`config.mk`:
```
export PLATFORM = sky130hd
export DESIGN_NAME = bcd_ascii_serializer_flat
export DESIGN_NICKNAME = d
export VERILOG_FILES = /design/src/rtl/bcd_ascii_serializer_pkg.sv /design/src/rtl/bcd_ascii_serializer_if.sv /design/src/rtl/bcd_ascii_serializer_digit_to_ascii.sv /design/src/rtl/bcd_ascii_serializer.sv /design/src/flat_wrapper.sv
export SDC_FILE = /design/constraint.sdc
export NUM_CORES = 1
export LEC_CHECK = 0
export CAP_MARGIN = 0
export CORE_ASPECT_RATIO = 1.4
export CORE_MARGIN = 1
export CORE_UTILIZATION = 40
export DETAILED_ROUTE_END_ITERATION = 16
export PLACE_DENSITY = 0.66
export SLEW_MARGIN = 15
export SYNTH_ARGS = -nofsm -noshare
export SYNTH_HDL_FRONTEND = slang
export SYNTH_SLANG_ARGS = --single-unit
```
`constraint.sdc`:
```
create_clock -name clk -period 4 [get_ports clk]
set_input_delay 1 -clock clk [delete_from_list [all_inputs] [get_ports clk]]
set_output_delay 1 -clock clk [all_outputs]
set_load 0.02 [all_outputs]
```
`src/rtl/bcd_ascii_serializer_pkg.sv`:
```
// Shared constants, state type and helpers for the BCD/ASCII conversion paths.
// The ASCII constants are also used by the ASCII-to-BCD receive path.
package bcd_ascii_serializer_pkg;

    localparam logic [7:0] ASCII_ZERO  = 8'h30;
    localparam logic [7:0] ASCII_QMARK = 8'h3F;
    localparam logic [7:0] ASCII_CR    = 8'h0D;
    localparam logic [7:0] ASCII_LF    = 8'h0A;

    typedef enum logic [1:0] {
        StIdle,
        StDigit,
        StTermCr,
        StTermLf
    } state_e;

    function automatic logic bcd_nibble_valid(input logic [3:0] nibble);
        return nibble <= 4'd9;
    endfunction

endpackage

```
`src/rtl/bcd_ascii_serializer_if.sv`:
```
// Valid/ready word-in, byte-out bundle for the BCD-to-ASCII serializer.
interface bcd_ascii_serializer_if #(
    parameter int unsigned NDIG = 4
);
    logic                  in_valid;
    logic                  in_ready;
    logic [4*NDIG-1:0]     in_bcd;
    logic                  out_valid;
    logic                  out_ready;
    logic [7:0]            out_data;
    logic                  out_last;
    logic                  bcd_err;

    modport master (
        output in_valid, in_bcd, out_ready,
        input  in_ready, out_valid, out_data, out_last, bcd_err
    );

    modport slave (
        input  in_valid, in_bcd, out_ready,
        output in_ready, out_valid, out_data, out_last, bcd_err
    );
endinterface

```
`src/rtl/bcd_ascii_serializer_digit_to_ascii.sv`:
```
// Combinational BCD nibble to ASCII character; invalid nibbles become '?' with err set.
module bcd_digit_to_ascii
    import bcd_ascii_serializer_pkg::*;
(
    input  logic [3:0] nibble,
    output logic [7:0] ascii,
    output logic       err
);

    always_comb begin
        ascii = ASCII_QMARK;
        err   = 1'b1;
        if (bcd_nibble_valid(nibble)) begin
            ascii = ASCII_ZERO + {4'h0, nibble};
            err   = 1'b0;
        end
    end

endmodule

```
`src/rtl/bcd_ascii_serializer.sv`:
```
// Serializes one packed BCD word into ASCII bytes, MSD first, with optional
// leading-zero suppression and CR/LF terminator.
module bcd_ascii_serializer
    import bcd_ascii_serializer_pkg::*;
#(
    parameter int unsigned NDIG        = 4,
    parameter bit          LZ_SUPPRESS = 1'b1,
    parameter bit          TERM_EN     = 1'b1
) (
    input  logic                   clk,
    input  logic                   rst_n,
    bcd_ascii_serializer_if.slave  bus
);

    state_e             state_q, state_d;
    logic [4*NDIG-1:0]  word_q, word_d;
    // Digits still to be sent after the one currently presented.
    logic [2:0]         rem_q, rem_d;

    logic [4*NDIG-1:0]  in_bcd;
    logic [2:0]         start_idx;

    logic               in_ready;
    logic               out_valid;
    logic [7:0]         out_data;
    logic               out_last;
    logic               bcd_err;

    logic [7:0]         dig_ascii;
    logic               dig_err;

    assign in_bcd = bus.in_bcd;

    // Highest nonzero (or invalid) digit; digit 0 is always sent.
    always_comb begin
        start_idx = '0;
        if (!LZ_SUPPRESS) begin
            start_idx = 3'(NDIG - 1);
        end else begin
            for (int unsigned i = 0; i < NDIG; i++) begin
                if (in_bcd[4*i +: 4] != 4'h0) begin
                    start_idx = 3'(i);
                end
            end
        end
    end

    // The current digit always sits in the top nibble of the shift register.
    bcd_digit_to_ascii u_digit (
        .nibble (word_q[4*NDIG-1 -: 4]),
        .ascii  (dig_ascii),
        .err    (dig_err)
    );

    always_comb begin
        state_d   = state_q;
        word_d    = word_q;
        rem_d     = rem_q;
        in_ready  = 1'b0;
        out_valid = 1'b0;
        out_data  = 8'h00;
        out_last  = 1'b0;
        bcd_err   = 1'b0;

        unique case (state_q)
            StIdle: begin
                in_ready = 1'b1;
                if (bus.in_valid) begin
                    // Pre-align so the start digit lands in the top nibble.
                    word_d  = in_bcd << (4 * (NDIG - 1 - 32'(start_idx)));
                    rem_d   = start_idx;
                    state_d = StDigit;
                end
            end

            StDigit: begin
                out_valid = 1'b1;
                out_data  = dig_ascii;
                bcd_err   = dig_err;
                out_last  = (rem_q == 3'd0) && !TERM_EN;
                if (bus.out_ready) begin
                    if (rem_q == 3'd0) begin
                        state_d = TERM_EN ? StTermCr : StIdle;
                    end else begin
                        rem_d  = rem_q - 3'd1;
                        word_d = word_q << 4;
                    end
                end
            end

            StTermCr: begin
                out_valid = 1'b1;
                out_data  = ASCII_CR;
                if (bus.out_ready) begin
                    state_d = StTermLf;
                end
            end

            StTermLf: begin
                out_valid = 1'b1;
                out_data  = ASCII_LF;
                out_last  = 1'b1;
                if (bus.out_ready) begin
                    state_d = StIdle;
                end
            end

            default: begin
                state_d = StIdle;
            end
        endcase
    end

    always_ff @(posedge clk or negedge rst_n) begin
        if (!rst_n) begin
            state_q <= StIdle;
            word_q  <= '0;
            rem_q   <= '0;
        end else begin
            state_q <= state_d;
            word_q  <= word_d;
            rem_q   <= rem_d;
        end
    end

    assign bus.in_ready  = in_ready;
    assign bus.out_valid = out_valid;
    assign bus.out_data  = out_data;
    assign bus.out_last  = out_last;
    assign bus.bcd_err   = bcd_err;

endmodule

```
`src/flat_wrapper.sv`:
```
// flat-port wrapper written by rule: the top's interface ports become plain ports
module bcd_ascii_serializer_flat import bcd_ascii_serializer_pkg::*;
#(
    parameter int unsigned NDIG        = 4,
    parameter bit          LZ_SUPPRESS = 1'b1,
    parameter bit          TERM_EN     = 1'b1
)
  (clk, rst_n, bus_in_valid, bus_in_bcd, bus_out_ready, bus_in_ready, bus_out_valid, bus_out_data, bus_out_last, bus_bcd_err);
  bcd_ascii_serializer_if #(.NDIG(NDIG)) bus_i ();
  input  logic clk;
  input  logic rst_n;
  input wire logic [$bits(bus_i.in_valid)-1:0] bus_in_valid;
  input wire logic [$bits(bus_i.in_bcd)-1:0] bus_in_bcd;
  input wire logic [$bits(bus_i.out_ready)-1:0] bus_out_ready;
  output wire logic [$bits(bus_i.in_ready)-1:0] bus_in_ready;
  output wire logic [$bits(bus_i.out_valid)-1:0] bus_out_valid;
  output wire logic [$bits(bus_i.out_data)-1:0] bus_out_data;
  output wire logic [$bits(bus_i.out_last)-1:0] bus_out_last;
  output wire logic [$bits(bus_i.bcd_err)-1:0] bus_bcd_err;
  assign bus_i.in_valid = bus_in_valid;
  assign bus_i.in_bcd = bus_in_bcd;
  assign bus_i.out_ready = bus_out_ready;
  assign bus_in_ready = bus_i.in_ready;
  assign bus_out_valid = bus_i.out_valid;
  assign bus_out_data = bus_i.out_data;
  assign bus_out_last = bus_i.out_last;
  assign bus_bcd_err = bus_i.bcd_err;
  bcd_ascii_serializer #(.NDIG(NDIG), .LZ_SUPPRESS(LZ_SUPPRESS), .TERM_EN(TERM_EN)) u_core (.clk(clk), .rst_n(rst_n), .bus(bus_i));
endmodule
```
; Word-level counts from Yosys, hierarchy flattened
; Cells that the tools add are included.
[word_totals]
reg_bits = 21
input_bits = 20
out_inout_bits = 12
word_cells = 50
[classes]
addsub = 3
order_cmp = 1
n_eq_ne = 9
n_shift = 1
n_mux = 24
reduce_logical = 9
[op_table]
columns = operator, count
row1 = 16-bit two-way mux, 3
row2 = 16-bit case mux with 2 select lines, 1
row3 = 16-bit by 32-bit left shift with 16-bit output, 1
row4 = 7-bit case mux with 3 select lines, 1
row5 = 3-bit two-way mux, 5
row6 = 4-bit nonzero test, 3
row7 = 2-bit two-way mux, 5
row8 = 2-bit inequality test (second input constant), 5
row9 = 2-bit case mux with 4 select lines, 1
row10 = 6-bit by 4-bit adder with 7-bit output (first input constant), 1
row11 = 7-bit two-way mux, 1
row12 = 1-bit two-way mux, 6
row13 = 3-bit case mux with 2 select lines, 1
row14 = 5-bit AND reduction, 1
row15 = 2-bit == test (second input constant), 2
row16 = 4-bit <= comparator (second input constant), 1
row17 = 4-bit AND reduction, 1
row18 = 2-bit by 3-bit subtractor with 4-bit output (first input constant), 1
row19 = 3-bit zero test, 1
row20 = 3-bit OR reduction, 1
row21 = 3-bit by 1-bit subtractor with 3-bit output (second input constant), 1
row22 = 2-bit by 1-bit == test with 1-bit output (second input constant), 1
row23 = 2-bit zero test, 1
row24 = 2-bit by 1-bit inequality test with 1-bit output (second input constant), 1
row25 = 2-bit nonzero test, 1

; Longest topological paths before layout
; Gate-level depths: netlist of run 1.
[logic_depth]
word_depth = 8
ltp_mapped = 8
depth_no_buf = 6

; Cells and area by module
; From an unflattened synthesis of run 1, not the netlist that was laid out.
[hier_totals]
cells_unflattened = 176
hier_area_um2 = 1521.5
[by_module_without_submodules]
columns = module, instances, cells_each, area_each_um2, seq_area_each_um2
row1 = bcd_ascii_serializer, 1, 165, 1448.9, 525.5
row2 = bcd_digit_to_ascii, 1, 11, 72.6, 0.0

; Worst setup path before layout of run 1
; OpenSTA, ideal clock, no wires.
[synth_path]
path_kind = flip-flop to output port
startpoint = register u_core.state_q[1]
endpoint = output bus_out_data[1]
arrival_time_ns = 2.195
setup_slack_ns = 0.805
stages_incl_launch_ff = 9
n_path_buf = 2
cell_sequence = dfrtp_1 inv_1 ha_1 clkbuf_1 clkbuf_1 nand2_1 nor2_1 a211oi_1 nor2_1
[synth_between]
elab_chain_len = 2
word_cells_on_any_way = 4
classes_between = eq/ne: 3 / mux: 1
[synth_rtl]
columns = element, line_no
row1 = from (decl), bcd_ascii_serializer.sv:15  ; state_e state_q, state_d;
row2 = from (signal assigned), bcd_ascii_serializer.sv:116  ; state_q <= StIdle;
row3 = from (signal assigned), bcd_ascii_serializer.sv:120  ; state_q <= state_d;
row4 = 2-bit == test or 2-bit by 1-bit == test with 1-bit output (tied branches), bcd_ascii_serializer.sv:65  ; unique case (state_q)
row5 = 7-bit case mux with 3 select lines *, bcd_ascii_serializer.sv:65
row6 = to (decl), flat_wrapper.sv:17  ; output wire logic [$bits(bus_i.out_data)-1:0] bus_out_data;
; Every way passes the cells marked *; elsewhere a longest branch is shown, timed or not.

; Final worst setup path of run 1
[layout_path]
startpoint = register u_core.state_q[1]
endpoint = output bus_out_data[5]
; The elaborated chain is that of the path after synthesis.

==> impl_metrics.csv, run 1 <==
group,metric,value,unit
clock_network,cts_num_sinks,21,
global_route,grt_pass1_wl,5.79,mm
final_layout,final_common_cell,"clkdlybuf4s50_1",
job,cap_violations,0,
critical_path,cp_max_fo,37,
critical_path,critPathCaptureType,"primary output",
global_route,met1_usage,24.0,%
global_route,grt_pass1_vias,1293,
drt,antenna_left,0,
floorplan,die_h,73.1,um
timing,hold_viol_final,0,
clock_network,cts_inserted_buffers,3,
floorplan,die_area,3860,um^2
pwr,ir_drop,557,uV
drt,avgViaCountPerCell,5.88,
drt,drt_pre_antenna_iters,4,
timing,skew,0.00340,ns
timing,rsz0062_at_grt,"no",
clock_network,clk-insertion-delay-late,0.26,ns
critical_path,crit_cells,4,
placed_design,hpwl,2.64,mm
timing,final.min_clock_period,3.08,ns
floorplan,rows,25,
timing,slew_headroom,36.1,%
global_route,top_usage_layer,"met2",
critical_path,cp_top_family,"buffers and inverters",
global_route,use_met3,2.29,%
worst_hold_path,hp-class,"reg2reg",
critical_path,required,3.00,ns
timing,whs,0.509,ns
drt,vias,1305,
clock_network,path_clk_slew,0.07,ns
global_route,grt-ovfl-total,0,
logic_synthesis,synth_ff_type,"dfrtp_1",
logic_synthesis,syn_area_per_cell,9.20,um^2
critical_path,worstPathArrival,2.08,ns
logic_synthesis,yosysUniqueCellTypes,35,
final_layout,stdcell_area,1790,um^2
critical_path,criticalPathCategory,"reg2out",
timing,tightest_slew,0.956,ns
final_layout,diodes,0,
critical_path,ff2ff_path_depth,7,
logic_synthesis,yosys_warnings,0,
timing,setup_viol,0,
critical_path,slowest_delay,0.67,ns
final_layout,final_cell_mix,"29 x clkdlybuf4s50_1, 21 x dfrtp_1, 19 x a21oi_1",
clock_network,clock_path_buffers,2,
logic_synthesis,synth_seq_cells,21,
timing,maxClockFrequency,324,MHz
clock_network,cts-root-buf,"clkbuf_8",
global_route,grt_max_degree,38,
logic_synthesis,synth_edf_count,0,
global_route,grt_use_met2,34.6,%
placed_design,gp_congestion,0.890,
clock_network,cts_resized,0,
clock_network,cts_tree,"done",
logic_synthesis,synth_area,1450,um^2
logic_synthesis,ys_seq_area_share,36.4,%
critical_path,critPathSlowestCell,"clkdlybuf4s50_1",
drt,dr.first_iter.drc_count,33,
floorplan,core,3410,um^2
final_layout,nFillCells,331,
floorplan,die_x,52.8,um
critical_path,cp_cell_sequence,"inv_1, ha_1, buf_4, clkdlybuf4s50_1",
final_layout,area_growth,24.2,%
drt,drc,0,
worst_hold_path,whs_path_depth,1,
clock_network,post_cts_buffers,0,
floorplan,start_util,42.4,%
floorplan,ioPinCount,32,
clock_network,postCtsHoldBufs,0,
final_layout,num-nets-final,210,
final_layout,multi_input_area,842,um^2
status,status,"completed",
global_route,track_usage,19.9,%
final_layout,drive_gt1_share,11.0,%
final_layout,regArea,526,um^2
timing,slew_viol_final,0,
placed_design,io_buffer_count,29,
pwr,powerDensity,730,nW/um^2
critical_path,startpoint_type,"flip-flop",
logic_synthesis,synthCells,157,
drt,routed_wl,3.54,mm
placed_design,placed_area,1750,um^2
global_route,antenna_found_initial,0,
drt,post_drt_wl_per_cell,15.9,um
timing,tns,0,ns
logic_synthesis,async_flop_share,100,%
pwr,power.leakage,0.740,nW
critical_path,path_buf_inv,3,
clock_network,h-tree-depth,1,
timing,post-route-period-util,77.1,%
metrics by stage:
| step | instances | worst slack, ns | utilization (%) | total power, W |
|---|---|---|---|---|
| 2_1_floorplan | 158 | 0.805 | - | 0.000938 |
| 3_3_place_gp | 218 | 0.923 | 51.3 | 0.00116 |
| 3_5_place_dp | 218 | 0.913 | 51.3 | 0.00118 |
| 4_1_cts | 222 | 0.901 | 52.6 | 0.00132 |
| 5_1_grt | 222 | 0.794 | 52.6 | 0.00142 |
| 6_report | 222 | 0.915 | 52.6 | 0.00131 |
cell usage after synthesis, types with 4 or more instances:
cell type	instances	area (um^2)
o21ai_0	11	55.1
inv_1	5	18.8
mux2_2	9	101
buf_2	5	25.0
o31ai_1	4	30.0
nand3_1	4	20.0
nand2_1	11	41.3
a22o_1	4	35.0
mux2_1	4	45.0
ha_1	7	87.6
a221oi_1	4	35.0
clkbuf_1	4	15.0
a21oi_1	19	95.1
dfrtp_1	21	526
nor2_1	7	26.3
nor2b_1	12	75.1
power breakdown:
| part | leakage [nW] | internal (W) | total (W) | switching [W] |
|---|---|---|---|---|
| Combinational | 0.461 | 0.000370 | 0.000788 | 0.000418 |
| Clock | 0.0228 | 0.0000709 | 0.000137 | 0.0000666 |
| Sequential | 0.256 | 0.000319 | 0.000385 | 0.0000655 |
| Total | 0.740 | 0.000760 | 0.00131 | 0.000550 |
cells by family (layout without fill, tap and decap cells):
family | count (synthesis) | in the layout | share of synthesized area [%]
compound gates | 51 | 51 | 22.8
simple gates | 44 | 44 | 16.7
other cells | 1 | 2 | 0.259
buf+inv | 17 | 41 | 5.63
flops | 21 | 21 | 36.4
mux | 16 | 16 | 12.2
fa+ha+maj | 7 | 7 | 6.06
final cells by class:
class	instances	area share, %
timing repair buffer	32	17.4
tap	40	2.79
multi-input combinational	120	46.9
sequential	21	29.3
inverter	5	1.05
clock buffer	4	2.51
routing by layer:
layer / wire length [um] / up-vias
li1: - / 624
met1: 1470 / 631
met2: 1820 / 45
met3: 203 / 5
met4: 44 / 0
met5: 0 / -
sequential cells by signal (all words and copies together), names as in the netlist:
register	cells
u_core.state_q	2
u_core.rem_q	3
u_core.word_q	16
worst paths after layout:
kind | start | endpoint | slack, ns
setup / recovery | u_core.state_q[1] | bus_out_data[5] | 0.92
hold / removal | u_core.word_q[3] | u_core.word_q[3] | 0.51
setup reg to reg | u_core.state_q[1] | u_core.word_q[7] | 1.42
hold reg to reg | u_core.word_q[3] | u_core.word_q[3] | 0.51
max in group asynchronous | rst_n | u_core.word_q[9] | 2.15
min in group asynchronous | rst_n | u_core.state_q[0] | 1.27
worst register-to-register path, stage by stage, from the launching register on:
cell and delay [ns]:
dfrtp_1 0.44, inv_1 0.12, ha_1 0.24, buf_4 0.35
nor2b_1 0.12, a31oi_1 0.38, or2_2 0.43, mux2_2 0.39
Note: power is estimated with default switching activity, not from simulation.
==> run 2, diff against run 1 <==
- PLACE_DENSITY: 0.66 -> 0.68
- clock period: 4 -> 2.8 ns (I/O delays scaled with it)
==> impl_metrics.csv, run 2 (synthesis gave the netlist of run 1 again) <==
group,metric,value,unit
status,status,"completed",
timing,hold_viol_final,0,
floorplan,die_area,3860,um^2
clock_network,cts_inserted_buffers,3,
global_route,grt_pass1_wl,6.27,mm
final_layout,fin_util,54.9,%
timing,slew_viol_final,0,
final_layout,largest_reg_flops,16,
critical_path,critPathCaptureType,"primary output",
global_route,antenna_found_initial,0,
placed_design,hpwl,2.90,mm
final_layout,nFillCells,309,
final_layout,num-nets-final,219,
pwr,power.leakage,0.811,nW
job,cap_violations,0,
placed_design,gp_congestion,0.888,
pwr,total_power,0.00195,W
critical_path,cp_max_fo,17,
clock_network,postCtsHoldBufs,0,
drt,post_drt_wl_per_cell,16.6,um
final_layout,final_common_cell,"clkdlybuf4s50_1",
clock_network,cts_num_sinks,21,
floorplan,rows,25,
floorplan,die_h,73.1,um
clock_network,clk-insertion-delay-late,0.26,ns
placed_design,dp_slack,0.0882,ns
placed_design,io_buffer_count,29,
pwr,powerDensity,1040,nW/um^2
drt,drc,0,
clock_network,h-tree-depth,1,
global_route,track_usage,21.8,%
final_layout,final_cell_mix,"26 x clkdlybuf4s50_1, 21 x dfrtp_1, 19 x a21oi_1",
final_layout,drive_gt1_share,16.2,%
critical_path,required,2.10,ns
floorplan,start_util,42.4,%
critical_path,ff2ff_path_depth,8,
timing,setup_viol,0,
drt,avgViaCountPerCell,5.88,
drt,drt_pre_antenna_iters,4,
final_layout,stdcell_count,231,
critical_path,startpoint_type,"flip-flop",
floorplan,ioPinCount,32,
global_route,grt_max_degree,22,
timing,final.min_clock_period,2.67,ns
critical_path,slowest_delay,0.63,ns
final_layout,reg.largest.list,"u_core.word_q x16, u_core.rem_q x3, u_core.state_q x2",
timing,tns,0,ns
pwr,ir_drop,583,uV
final_layout,area_growth,29.4,%
timing,skew,0.00576,ns
final_layout,regMostFlops,"u_core.word_q",
placed_design,dp.cells,227,
worst_hold_path,whs_path_depth,1,
floorplan,die_x,52.8,um
clock_network,path_clk_slew,0.08,ns
timing,maxClockFrequency,375,MHz
clock_network,post_cts_buffers,0,
drt,dr.first_iter.drc_count,47,
critical_path,criticalPathCategory,"reg2out",
timing,rsz0062_at_grt,"no",
final_layout,diodes,0,
floorplan,core,3410,um^2
clock_network,cts-root-buf,"clkbuf_8",
drt,antenna_left,0,
critical_path,critPathSlowestCell,"clkdlybuf4s50_1",
global_route,grt_pass1_vias,1336,
clock_network,cts_tree,"done",
global_route,grt-ovfl-total,0,
clock_network,clock_path_buffers,2,
timing,post-route-period-util,95.2,%
worst_hold_path,hp-class,"reg2reg",
drt,routed_wl,3.85,mm
critical_path,worstPathArrival,1.97,ns
critical_path,cp_cell_sequence,"inv_1, ha_1, buf_4, clkdlybuf4s50_1",
timing,fin_ws,0.133,ns
drt,vias,1359,
==> run 2: changes by cell type in the layout (fill, tap and decap cells not counted) <==
cell,delta
nor2_1,-2
buf_4,+9
dlymetal6s2s_1,+2
clkdlybuf4s50_1,-3
dlygate4sd2_1,+1
nor2_2,+2
==> run 2: where the power goes <==
part | switching, W | total (W) | internal [W] | leakage, nW
registers | 0.0000985 | 0.000554 | 0.000456 | 0.256
logic | 0.000627 | 0.00119 | 0.000562 | 0.532
clock network | 0.000104 | 0.000205 | 0.000101 | 0.0228
total | 0.000829 | 0.00195 | 0.00112 | 0.811
==> run 2: final timing paths <==
kind                              startpoint           endpoint  slack, ns
hold reg to reg            u_core.word_q[12]  u_core.word_q[12]       0.51
min in group asynchronous              rst_n  u_core.word_q[12]       0.78
hold / removal             u_core.word_q[12]  u_core.word_q[12]       0.51
max in group asynchronous              rst_n  u_core.word_q[15]       1.79
setup / recovery           u_core.state_q[1]    bus_out_data[5]       0.13
setup reg to reg           u_core.state_q[1]  u_core.word_q[10]       0.56
==> run 2: area by class of cell <==
cell class,count,area (um^2),area share (%)
multi-input cells,120,847,45.3
flip-flops and latches,21,526,28.1
repair buffers,41,384,20.5
well taps,40,50.0,2.68
clock buffers,4,45.0,2.41
inverters,5,18.8,1.00
==> run 2: metrics by stage <==
stage          cell area (um^2)  hold WS, ns
2_1_floorplan              1450        0.404
3_3_place_gp               1820        0.494
3_5_place_dp               1820        0.494
4_1_cts                    1870        0.519
5_1_grt                    1870        0.532
6_report                   1870        0.514
==> run 2: timing repair <==
| action | in CTS | in global routing |
|---|---|---|
| pin swaps | 0 | 0 |
| cloned | 0 | 0 |
| endpoints found under the setup margin | 1 | 2 |
| resized for setup | 1 | 2 |
==> run 2: critical path, delay by kind of cell, from the launching register on <==
| family | cells | cell delay, ns |
|---|---|---|
| buf+inv | 3 | 1.00 |
| fa+ha+maj | 1 | 0.26 |
| flops | 1 | 0.44 |
==> run 2: layer usage <==
metal,wire length (um),up-vias,GRT usage [%]
met3,295,4,4.17
met5,0,-,0
met1,1580,664,28.9
met4,44,0,6.14
met2,1930,56,35.6
li1,-,635,-
==> run 3, diff against run 2 <==
- CORE_UTILIZATION: 40 -> 45
- PLACE_DENSITY: 0.68 -> 0.75
==> impl_metrics.csv, run 3 (synthesis gave the netlist of run 1 again) <==
group,metric,value,unit
drt,drc,0,
placed_design,hpwl,2.73,mm
worst_hold_path,hold_start,"u_core.word_q[1]",
critical_path,required,2.10,ns
timing,rsz0062_at_grt,"no",
global_route,antenna_found_initial,0,
floorplan,die_h,69.1,um
drt,dr.first_iter.drc_count,56,
critical_path,timing.rr.start,"u_core.state_q[1]",
clock_network,cts_tree,"done",
clock_network,h-tree-depth,1,
final_layout,largest_reg_flops,16,
final_layout,reg.largest.list,"u_core.word_q x16, u_core.rem_q x3, u_core.state_q x2",
clock_network,cts-root-buf,"clkbuf_8",
final_layout,final_cell_mix,"28 x clkdlybuf4s50_1, 21 x dfrtp_1, 19 x a21oi_1",
timing,whs,0.512,ns
worst_hold_path,hold_end,"u_core.word_q[1]",
drt,vias,1309,
pwr,ir_drop,762,uV
job,cap_violations,0,
floorplan,core,3090,um^2
clock_network,post_cts_buffers,0,
drt,route.met3.wl,177,um
clock_network,cts_num_sinks,21,
timing,slew_viol_final,0,
global_route,grt_pass1_wl,6.01,mm
critical_path,critPathCaptureType,"primary output",
pwr,powerDensity,1040,nW/um^2
final_layout,diodes,0,
pwr,power.leakage,0.777,nW
final_layout,regMostFlops,"u_core.word_q",
worst_hold_path,hp-class,"reg2reg",
critical_path,worstPathArrival,1.93,ns
critical_path,startpoint_type,"flip-flop",
drt,antenna_left,0,
timing,tns,0,ns
global_route,grt_pass1_vias,1365,
floorplan,ioPinCount,32,
critical_path,criticalPathCategory,"reg2out",
floorplan,rows,24,
final_layout,num-nets-final,215,
placed_design,gp_congestion,0.853,
global_route,track_usage,22.2,%
final_layout,stdcell_count,226,
critical_path,ff2ff_path_depth,7,
final_layout,final_common_cell,"clkdlybuf4s50_1",
timing,fin_ws,0.170,ns
clock_network,postCtsHoldBufs,0,
global_route,grt_max_degree,22,
drt,wl_met1,1.52,mm
drt,wl_met2,1.77,mm
final_layout,drive_gt1_share,15.0,%
drt,top_layer,"met4",
timing,final.min_clock_period,2.63,ns
worst_hold_path,whs_path_depth,1,
timing,setup_viol,0,
placed_design,dp.cells,222,
floorplan,start_util,46.7,%
timing,maxClockFrequency,380,MHz
drt,avgViaCountPerCell,5.79,
timing,skew,0.00437,ns
floorplan,die_x,49.9,um
drt,post_drt_wl_per_cell,15.7,um
clock_network,clock_path_buffers,2,
placed_design,io_buffer_count,29,
drt,drt_pre_antenna_iters,4,
global_route,grt-ovfl-total,0,
critical_path,reg2reg_setup_slack,0.41,ns
timing,post-route-period-util,93.9,%
drt,routed_wl,3.56,mm
clock_network,path_clk_slew,0.08,ns
clock_network,clk-insertion-delay-late,0.25,ns
final_layout,area_growth,27.4,%
clock_network,cts_inserted_buffers,3,
critical_path,r2r-end,"u_core.word_q[5]",
placed_design,dp_slack,0.101,ns
critical_path,cp_max_fo,5,
floorplan,die_area,3450,um^2
timing,hold_viol_final,0,
final_layout,nFillCells,284,
status,status,"completed",
run 3: cell types whose count changed in the layout (fill, tap and decap cells not counted):
cell	change
buf_4	-4
clkdlybuf4s50_1	+2
dlygate4sd2_1	-1
dlymetal6s2s_1	-1
ha_1	-1
ha_2	+1
run 3: power breakdown:
part	internal (W)	switching, W
combinational	0.000548	0.000613
sequential	0.000456	0.0000959
clock	0.000101	0.0000924
total	0.00111	0.000801
run 3: final cells by class:
type                       instances  area (um^2)  share of cell area [%]
clock buffer                       4         45.0                    2.45
inverter                           5         18.8                    1.02
multi-input combinational        120          850                    46.2
sequential                        21          526                    28.6
tap                               39         48.8                    2.65
timing repair buffer              37          353                    19.2
run 3: worst max-delay path by stage:
| stage | start | end |
|---|---|---|
| 2_1_floorplan | u_core.state_q[1] | bus_out_data[1] |
| 3_3_place_gp | bus_in_bcd[13] | u_core.word_q[15] |
| 3_5_place_dp | bus_in_bcd[13] | u_core.word_q[13] |
| 6_report | u_core.state_q[1] | bus_out_data[0] |
| 4_1_cts | u_core.state_q[1] | bus_out_data[1] |
| 5_1_grt | u_core.state_q[1] | bus_out_data[2] |
run 3: layer usage:
layer,track usage (%),vias up
met1,28.0,611
li1,-,630
met3,3.09,11
met4,10.2,0
met2,36.8,57
met5,0,-
run 3: critical path, stage by stage (launching register included):
cell,delay [ns]
dfrtp_1,0.44
inv_1,0.13
ha_2,0.23
nand2_1,0.08
o21ai_0,0.17
clkdlybuf4s50_1,0.63
run 3: timing repair:
item                                    CTS  global route
hold endpoints to repair                  0             0
endpoints found under the setup margin    0             1
gates resized for setup                   0             2
run 3: per-stage QoR:
stage | util (%) | total power (W) | cell area (um^2)
after global routing | 59.5 | 0.00206 | 1840
after CTS | 59.3 | 0.00192 | 1840
final | 59.5 | 0.00191 | 1840
after global placement | 57.9 | 0.00167 | 1790
after detailed placement | 57.9 | 0.00171 | 1790
after floorplan | - | 0.00135 | 1450
